File: config.mk
export PLATFORM = sky130hd
export DESIGN_NAME = eth_tx_frame_launcher
export DESIGN_NICKNAME = d
export VERILOG_FILES = /design/src/rtl/eth_tx_frame_launcher.sv
export SDC_FILE = /design/constraint.sdc
export NUM_CORES = 1
export LEC_CHECK = 0
export CAP_MARGIN = 20
export CORE_MARGIN = 5
export CORE_UTILIZATION = 35
export DETAILED_ROUTE_END_ITERATION = 7
export PLACE_DENSITY = 0.56
export SYNTH_ARGS = -nofsm -noshare
export SYNTH_HDL_FRONTEND = slang
export SYNTH_SLANG_ARGS = --single-unit
export TNS_END_PERCENT = 50
File: constraint.sdc
create_clock -name eth_tx_clk -period 1.8 [get_ports eth_tx_clk]
set_input_delay 0.45 -clock eth_tx_clk [delete_from_list [all_inputs] [get_ports eth_tx_clk]]
set_output_delay 0.45 -clock eth_tx_clk [all_outputs]
set_load 0.1 [all_outputs]
File: src/rtl/eth_tx_frame_launcher.sv
// eth_tx_frame_launcher
// Reads complete frames from the FWFT side of the TX FIFO, prefixes the
// preamble and SFD, drives a GMII-style byte interface and then holds the
// line idle for the inter-frame gap. pct_txed pulses once for every frame
// that has been fully removed from the FIFO.
module eth_tx_frame_launcher #(
  parameter int unsigned PREAMBLE_LEN = 7,
  parameter int unsigned IFG_CYCLES   = 12,
  parameter int unsigned MAX_BYTES    = 1518
) (
  input  logic       eth_tx_clk,
  input  logic       rst,
  input  logic [1:0] buffer_ready,
  input  logic       fifo_empty,
  input  logic [8:0] fifo_rd_data,
  output logic       fifo_rd_en,
  output logic       pct_txed,
  output logic [7:0] gmii_txd,
  output logic       gmii_tx_en,
  output logic       gmii_tx_er,
  output logic       busy
);

  localparam int unsigned CNT_W    = 8;
  localparam logic [7:0]  PRE_BYTE = 8'h55;
  localparam logic [7:0]  SFD_BYTE = 8'hD5;

  typedef enum logic [2:0] {
    S_IDLE,
    S_PREAMBLE,
    S_SFD,
    S_DATA,
    S_DRAIN,
    S_IFG
  } state_t;

  state_t           state_q;
  logic [CNT_W-1:0] pre_cnt_q;
  logic [CNT_W-1:0] ifg_cnt_q;
  logic [10:0]      byte_cnt_q;
  logic [7:0]       txd_q;
  logic             tx_en_q;
  logic             tx_er_q;
  logic             pct_q;

  logic             pop_state;
  logic             word_last;
  logic             oversize;

  // The SFD cycle already pops the first data byte so that it lands on the
  // wire directly after 0xD5; DRAIN pops to discard the rest of a bad frame.
  assign pop_state = (state_q == S_SFD) || (state_q == S_DATA) || (state_q == S_DRAIN);
  // NOTE: the pop strobe is combinational so the FIFO advances in the same
  // cycle the word is consumed; it must never assert on an empty FIFO.
  assign fifo_rd_en = !rst && !fifo_empty && pop_state;
  assign word_last  = fifo_rd_data[8];
  // Byte number MAX_BYTES+1 without an end marker means the frame is too long.
  assign oversize   = (byte_cnt_q >= 11'(MAX_BYTES)) && !word_last;

  assign busy       = (state_q != S_IDLE);
  assign gmii_txd   = txd_q;
  assign gmii_tx_en = tx_en_q;
  assign gmii_tx_er = tx_er_q;
  assign pct_txed   = pct_q;

  // Frame sequencer with registered GMII outputs and frame-done pulse.
  always_ff @(posedge eth_tx_clk) begin
    // NOTE: reset is synchronous and covers every register; there is no
    // storage array here, so nothing is left uninitialised after reset.
    if (rst) begin
      state_q    <= S_IDLE;
      pre_cnt_q  <= '0;
      ifg_cnt_q  <= '0;
      byte_cnt_q <= '0;
      txd_q      <= '0;
      tx_en_q    <= 1'b0;
      tx_er_q    <= 1'b0;
      pct_q      <= 1'b0;
    end else begin
      // NOTE: non-blocking assignments throughout, so every branch sees the
      // state of the previous cycle regardless of statement order.
      pct_q <= 1'b0;
      case (state_q)
        S_IDLE: begin
          txd_q   <= '0;
          tx_en_q <= 1'b0;
          tx_er_q <= 1'b0;
          if (buffer_ready != 2'd0 && !fifo_empty) begin
            state_q    <= S_PREAMBLE;
            pre_cnt_q  <= '0;
            byte_cnt_q <= '0;
            txd_q      <= PRE_BYTE;
            tx_en_q    <= 1'b1;
          end
        end

        S_PREAMBLE: begin
          tx_en_q <= 1'b1;
          tx_er_q <= 1'b0;
          if (pre_cnt_q == CNT_W'(PREAMBLE_LEN - 1)) begin
            txd_q   <= SFD_BYTE;
            state_q <= S_SFD;
          end else begin
            txd_q     <= PRE_BYTE;
            pre_cnt_q <= pre_cnt_q + CNT_W'(1);
          end
        end

        S_SFD, S_DATA: begin
          tx_en_q <= 1'b1;
          if (fifo_empty) begin
            // Underrun: flag the frame as corrupt and discard its remainder.
            txd_q   <= '0;
            tx_er_q <= 1'b1;
            state_q <= S_DRAIN;
          end else if (oversize) begin
            // Too long: the popped byte is dropped and an error is signalled.
            txd_q   <= '0;
            tx_er_q <= 1'b1;
            state_q <= S_DRAIN;
          end else begin
            txd_q   <= fifo_rd_data[7:0];
            tx_er_q <= 1'b0;
            if (byte_cnt_q != '1) begin
              byte_cnt_q <= byte_cnt_q + 11'd1;
            end
            if (word_last) begin
              pct_q     <= 1'b1;
              ifg_cnt_q <= '0;
              state_q   <= S_IFG;
            end else begin
              state_q <= S_DATA;
            end
          end
        end

        S_DRAIN: begin
          txd_q   <= '0;
          tx_en_q <= 1'b0;
          tx_er_q <= 1'b0;
          if (!fifo_empty && word_last) begin
            pct_q     <= 1'b1;
            ifg_cnt_q <= '0;
            state_q   <= S_IFG;
          end
        end

        S_IFG: begin
          txd_q   <= '0;
          tx_en_q <= 1'b0;
          tx_er_q <= 1'b0;
          if (ifg_cnt_q == CNT_W'(IFG_CYCLES - 1)) begin
            state_q <= S_IDLE;
          end else begin
            ifg_cnt_q <= ifg_cnt_q + CNT_W'(1);
          end
        end

        default: begin
          state_q <= S_IDLE;
        end
      endcase
    end
  end

endmodule

==> impl_metrics.json, run 1 <==
{
  "grt_pass1_wl_mm": 9.73,
  "post_synth_num_cell_types": 51,
  "fp.dieArea_sq_um": 7590,
  "synth-edff-count": 0,
  "dp_cells": 386,
  "period_needed_ps": 1880,
  "drv_cap": 0,
  "drt_iter0_drc": 104,
  "cts_tree": "done",
  "dr_wl_met2_mm": 2.79,
  "outcome": "finished, violations left",
  "syn-num-nets": 264,
  "start_util": 0.356,
  "hold_class": "reg -> reg",
  "core_sq_um": 5850,
  "finClkSkew_ps": 5.18,
  "fin_ws_ps": -81.4,
  "rr_endpoint": "gmii_txd[3]",
  "end_kind": "flop",
  "clock_latency_ps": 300,
  "ios": 27,
  "dpl_cell_area_sq_um": 2920,
  "critPathArrivalTime_ps": 2070,
  "layout-drive-gt1-share": 0.354,
  "slew_violations": 0,
  "reg2reg_from": "byte_cnt_q[0]",
  "diodes": 0,
  "p_leak_nw": 1.26,
  "final_cell_mix": "buf_4 (50), dfxtp_1 (35), nor2_1 (34)",
  "final_core_util": 0.558,
  "pwr_density_cell_nw_per_um2": 655,
  "ys_warn_count": 0,
  "grt_pass1_vias": 2104,
  "final_nets": 347,
  "dp_hpwl_mm": 4.07,
  "vdd_drop_max_uv": 512,
  "ff2ff_path_depth": 8,
  "netlist_instances": 245,
  "drc_errors": 0,
  "rows": 28,
  "startpoint_type": "flop",
  "pwr-share-seq": 0.450,
  "internal_power_w": 0.00146,
  "die_w_um": 87.1,
  "path_clk_slew_ps": 80,
  "yosysSeqAreaShare": 0.394,
  "numCtsBuffers": 5,
  "crit_type": "reg -> reg",
  "fin_setup_tns_ps": -700,
  "cts_root_buffer": "clkbuf_8",
  "highest_layer": "met4",
  "layout_commonest_cell": "buf_4",
  "grt_use_total": 0.161,
  "hold_buffers": 0,
  "vias": 2074,
  "grt_remaining_overflow": 0,
  "max_slew_margin": 0.656,
  "synthTopCellsByArea": "dfxtp_1 (39%), nor2_1 (6.5%), a21oi_1 (3.8%), o21ai_0 (3.4%), nand2_1 (3.1%)",
  "grt_max_degree": 13,
  "crit_end": "gmii_txd[3]",
  "antenna_found_initial": 0,
  "tightest_slew_ps": 516,
  "clkPwrFrac": 0.293,
  "rsz0062_at_grt": "true",
  "first_pass_iters": 4,
  "hold_violations": 0,
  "route.met3.wl_um": 155,
  "combinationalPowerShare": 0.257,
  "ant_nets": 0,
  "synth_flop_cell": "dfxtp_1",
  "final-setup-viol-count": 16,
  "wl_per_cell_um": 14.4,
  "final_cell_area_sq_um": 3260,
  "clkSinkCount": 41,
  "postSynthAreaPerCell_sq_um": 8.50,
  "netlist_area_sq_um": 2080,
  "swShare": 0.315,
  "fin_crit_sh": 1.05,
  "critPathLaunch": "byte_cnt_q[0]",
  "crit_fanout": 5,
  "p_total_w": 0.00214,
  "htree_levels": 2,
  "ff2ff_setup_slack_ps": -80,
  "synth-seq-cells": 41,
  "area_delta_synth_final_pct": 56.7,
  "finalWirelength_mm": 5.81,
  "die_y_um": 87.1,
  "maxClockFrequency_mhz": 532,
  "yosysTopAreaCell": "dfxtp_1",
  "synth_top_area_share": 0.394,
  "portBuffers": 26,
  "cp.required_ps": 1990,
  "met1_length_mm": 2.79,
  "async_flop_share": 0,
  "p_switching_w": 0.000674,
  "via_per_inst": 5.15,
  "violations": "negative setup slack",
  "final_cells": 403,
  "place.gp.congestion": 0.776,
  "clock_path_buffers": 2
}
-- cells in the mapped netlist (all sizes together) (3+ instances only) --
cell    number
nor2        36
o21ai       15
xnor2        6
o211ai       6
inv         12
o31ai        3
ha           5
and2         4
nand4        5
nand3        9
nand2       17
dfxtp       41
and4         4
a22oi        4
clkbuf       6
and3         7
nor2b        3
o41ai        3
xor2         7
or3          3
a21oi       16
-- kinds of logic (layout without fill, tap and decap cells) --
kind of cell    count (synthesis)  count (layout)  synth area share
simple gates                  101             103             0.254
compound gates                 65              65             0.230
flops                          41              41             0.394
buf+inv                        20             101            0.0367
xor+xnor                       13              13            0.0547
fa+ha+maj                       5               5            0.0300
-- routing by layer --
metal / track usage / vias up
met1: 0.207 / 985
met3: 0.0284 / 7
met4: 0.0614 / 0
met5: 0 / -
met2: 0.267 / 29
li1: - / 1053
-- state kept, by name, indices dropped and copies added, names as in the netlist --
signal      flops
state_q         3
byte_cnt_q     11
pre_cnt_q       8
gmii_tx_en      1
ifg_cnt_q       8
gmii_txd        8
gmii_tx_er      1
pct_txed        1
-- layout make-up --
class | count | area [sq um]
fillers | 521 | 2590
multi-input cells | 186 | 1370
flip-flops and latches | 41 | 833
repair buffers | 82 | 830
well taps | 75 | 93.8
clock buffers | 6 | 82.6
inverters | 12 | 45.0
clock inverters | 1 | 7.51
-- stage by stage --
step / hold WS [ps] / worst slack [ps]
global placement: 499 / -499
global route: 553 / -169
CTS: 531 / -74.8
detailed placement: 517 / -554
floorplan: 461 / -162
finish: 527 / -81.4
-- worst max-delay path, stage by stage (launching register included) --
cell and delay [ps]:
dfxtp_2 330, inv_2 50, ha_2 150, o211ai_1 120
a2111o_1 530, buf_6 170, and2_4 180, a22oi_1 180
nor2_1 50
-- what timing repair did --
action / 4_1_cts / 5_1_grt
gates cloned: 2 / 0
endpoints found under the setup margin: 26 / 31
resized for setup: 28 / 23
hold endpoints to repair: 0 / 0
pin swaps: 9 / 15
buffers inserted: 5 / 3
-- power groups by stage --
stage	registers, W	logic, W	clock network [W]
after floorplan	0.00108	0.000194	0
after global placement	0.000982	0.000525	0
after detailed placement	0.000981	0.000525	0
after CTS	0.000964	0.000540	0.000651
after global routing	0.000966	0.000583	0.000686
final	0.000961	0.000550	0.000627
-- how the worst min path moves through the flow --
stage	from	endpoint	slack [ps]	cells after the start
3_5_place_dp	pre_cnt_q[7]	pre_cnt_q[7]	520	2
5_1_grt	byte_cnt_q[4]	byte_cnt_q[4]	550	2
3_3_place_gp	pre_cnt_q[7]	pre_cnt_q[7]	500	2
2_1_floorplan	pre_cnt_q[0]	pre_cnt_q[0]	460	1
4_1_cts	byte_cnt_q[10]	byte_cnt_q[10]	530	2
6_report	pre_cnt_q[7]	pre_cnt_q[7]	530	2
Power figures use the tool's default switching activity.
==> run 2: changes to the inputs <==
--- a/config.mk
+++ b/config.mk
@@ -13,4 +13,4 @@
 export SYNTH_ARGS = -nofsm -noshare
 export SYNTH_HDL_FRONTEND = slang
 export SYNTH_SLANG_ARGS = --single-unit
-export TNS_END_PERCENT = 50
+export TNS_END_PERCENT = 1
==> impl_metrics.json, run 2 (same netlist as run 1, synthesis figures left out) <==
{
  "core_sq_um": 5850,
  "via_per_inst": 5.13,
  "dp_cells": 386,
  "pre_cts_slack_ps": -554,
  "swShare": 0.315,
  "max_slew_margin": 0.672,
  "top_register": "byte_cnt_q",
  "cts_tree": "done",
  "tightest_slew_ps": 487,
  "clkPwrFrac": 0.296,
  "startpoint_type": "flop",
  "vias": 2022,
  "final_cells": 394,
  "htree_levels": 2,
  "area_delta_synth_final_pct": 48.7,
  "cts_root_buffer": "clkbuf_8",
  "grt_pass1_vias": 2040,
  "dpl_cell_area_sq_um": 2920,
  "highest_layer": "met4",
  "clock_path_buffers": 2,
  "grt_use_total": 0.157,
  "p_switching_w": 0.000671,
  "start_util": 0.356,
  "finClkSkew_ps": 4.95,
  "fin_setup_tns_ps": -607,
  "final-setup-viol-count": 12,
  "hold_buffers": 0,
  "largest_register_ffs": 11,
  "combinationalPowerShare": 0.252,
  "outcome": "finished, violations left",
  "internal_power_w": 0.00146,
  "slew_violations": 0,
  "first_pass_iters": 4,
  "die_w_um": 87.1,
  "layout_commonest_cell": "buf_4",
  "final_cell_area_sq_um": 3100,
  "grt_max_degree": 13,
  "portBuffers": 26,
  "grt_pass1_wl_mm": 9.41,
  "antenna_found_initial": 0,
  "fill_cells": 553,
  "finalWirelength_mm": 5.41,
  "clkSinkCount": 41,
  "dr_wl_met2_mm": 2.53,
  "end_kind": "flop",
  "period_needed_ps": 1890,
  "p_leak_nw": 1.20,
  "pwr_density_cell_nw_per_um2": 688,
  "final_nets": 338,
  "crit_fanout": 3,
  "cp.required_ps": 2000,
  "fp.dieArea_sq_um": 7590,
  "hold_violations": 0,
  "numCtsBuffers": 5,
  "ant_nets": 0,
  "fin_crit_sh": 1.05,
  "diodes": 0,
  "crit_type": "reg -> reg",
  "drv_cap": 0,
  "place.gp.congestion": 0.776,
  "die_y_um": 87.1,
  "path_clk_slew_ps": 80,
  "drt_iter0_drc": 95,
  "ios": 27,
  "fin_ws_ps": -92.9,
  "pwr-share-seq": 0.452,
  "grt_remaining_overflow": 0,
  "route.met3.wl_um": 185,
  "dp_hpwl_mm": 4.07,
  "hold_class": "reg -> reg",
  "rsz0062_at_grt": "true",
  "drc_errors": 0,
  "vdd_drop_max_uv": 512,
  "wl_per_cell_um": 13.7,
  "violations": "negative setup slack",
  "final_cell_mix": "buf_4 (46), dfxtp_1 (37), nor2_1 (35)",
  "layout-drive-gt1-share": 0.304,
  "clock_latency_ps": 300,
  "met1_length_mm": 2.62,
  "rows": 28,
  "maxClockFrequency_mhz": 528,
  "critPathArrivalTime_ps": 2090
}
==> run 2: cell types whose count changed in the layout (fill, tap and decap cells not counted), sizes merged <==
cell and change:
and2 -1, buf -8
==> run 2: power by group through the flow <==
stage | combinational [W] | sequential, W | clock, W
finish | 0.000537 | 0.000962 | 0.000631
global route | 0.000571 | 0.000967 | 0.000696
CTS | 0.000534 | 0.000964 | 0.000651
detailed placement | 0.000525 | 0.000981 | 0
global placement | 0.000525 | 0.000982 | 0
floorplan | 0.000194 | 0.00108 | 0
==> run 2: through the flow <==
| stage | power, W | util | hold slack (ps) |
|---|---|---|---|
| 6_report | 0.00213 | 0.529 | 526 |
| 5_1_grt | 0.00223 | 0.529 | 554 |
| 4_1_cts | 0.00215 | 0.524 | 531 |
| 3_5_place_dp | 0.00151 | 0.500 | 517 |
| 3_3_place_gp | 0.00151 | 0.500 | 499 |
| 2_1_floorplan | 0.00128 | - | 461 |
==> run 2: layer usage <==
metal	GRT usage	vias up
met4	0.0544	0
met1	0.199	953
met3	0.0407	6
met2	0.256	29
met5	0	-
li1	-	1034
==> run 2: timing repair <==
item,4_1_cts,5_1_grt
endpoints found under the setup margin,26,30
cloned,1,0
setup buffers,0,0
gates resized for setup,17,8
pin swaps,4,5
==> run 2: critical path, stage by stage (launching register included) <==
cell and delay (ps):
dfxtp_1 340, ha_1 170, or4b_4 470, o41ai_4 350, nand3b_4 150, a2111oi_4 320
==> run 2: path summary, 6_finish.rpt <==
| kind | startpoint | cells after the start | slack [ps] | end |
|---|---|---|---|---|
| worst max-delay path | ifg_cnt_q[1] | 5 | -90 | state_q[1] |
| worst min-delay path | pre_cnt_q[7] | 2 | 530 | pre_cnt_q[7] |
| worst max register to register | ifg_cnt_q[1] | 5 | -90 | state_q[1] |
| worst min register to register | pre_cnt_q[7] | 2 | 530 | pre_cnt_q[7] |
==> run 2: layout make-up <==
type | instances | area (sq um) | area share
multi-input cells | 185 | 1280 | 0.415
well taps | 75 | 93.8 | 0.0303
flip-flops and latches | 41 | 828 | 0.268
clock buffers | 6 | 82.6 | 0.0267
inverters | 12 | 45.0 | 0.0146
clock inverters | 1 | 7.51 | 0.00243
repair buffers | 74 | 754 | 0.244
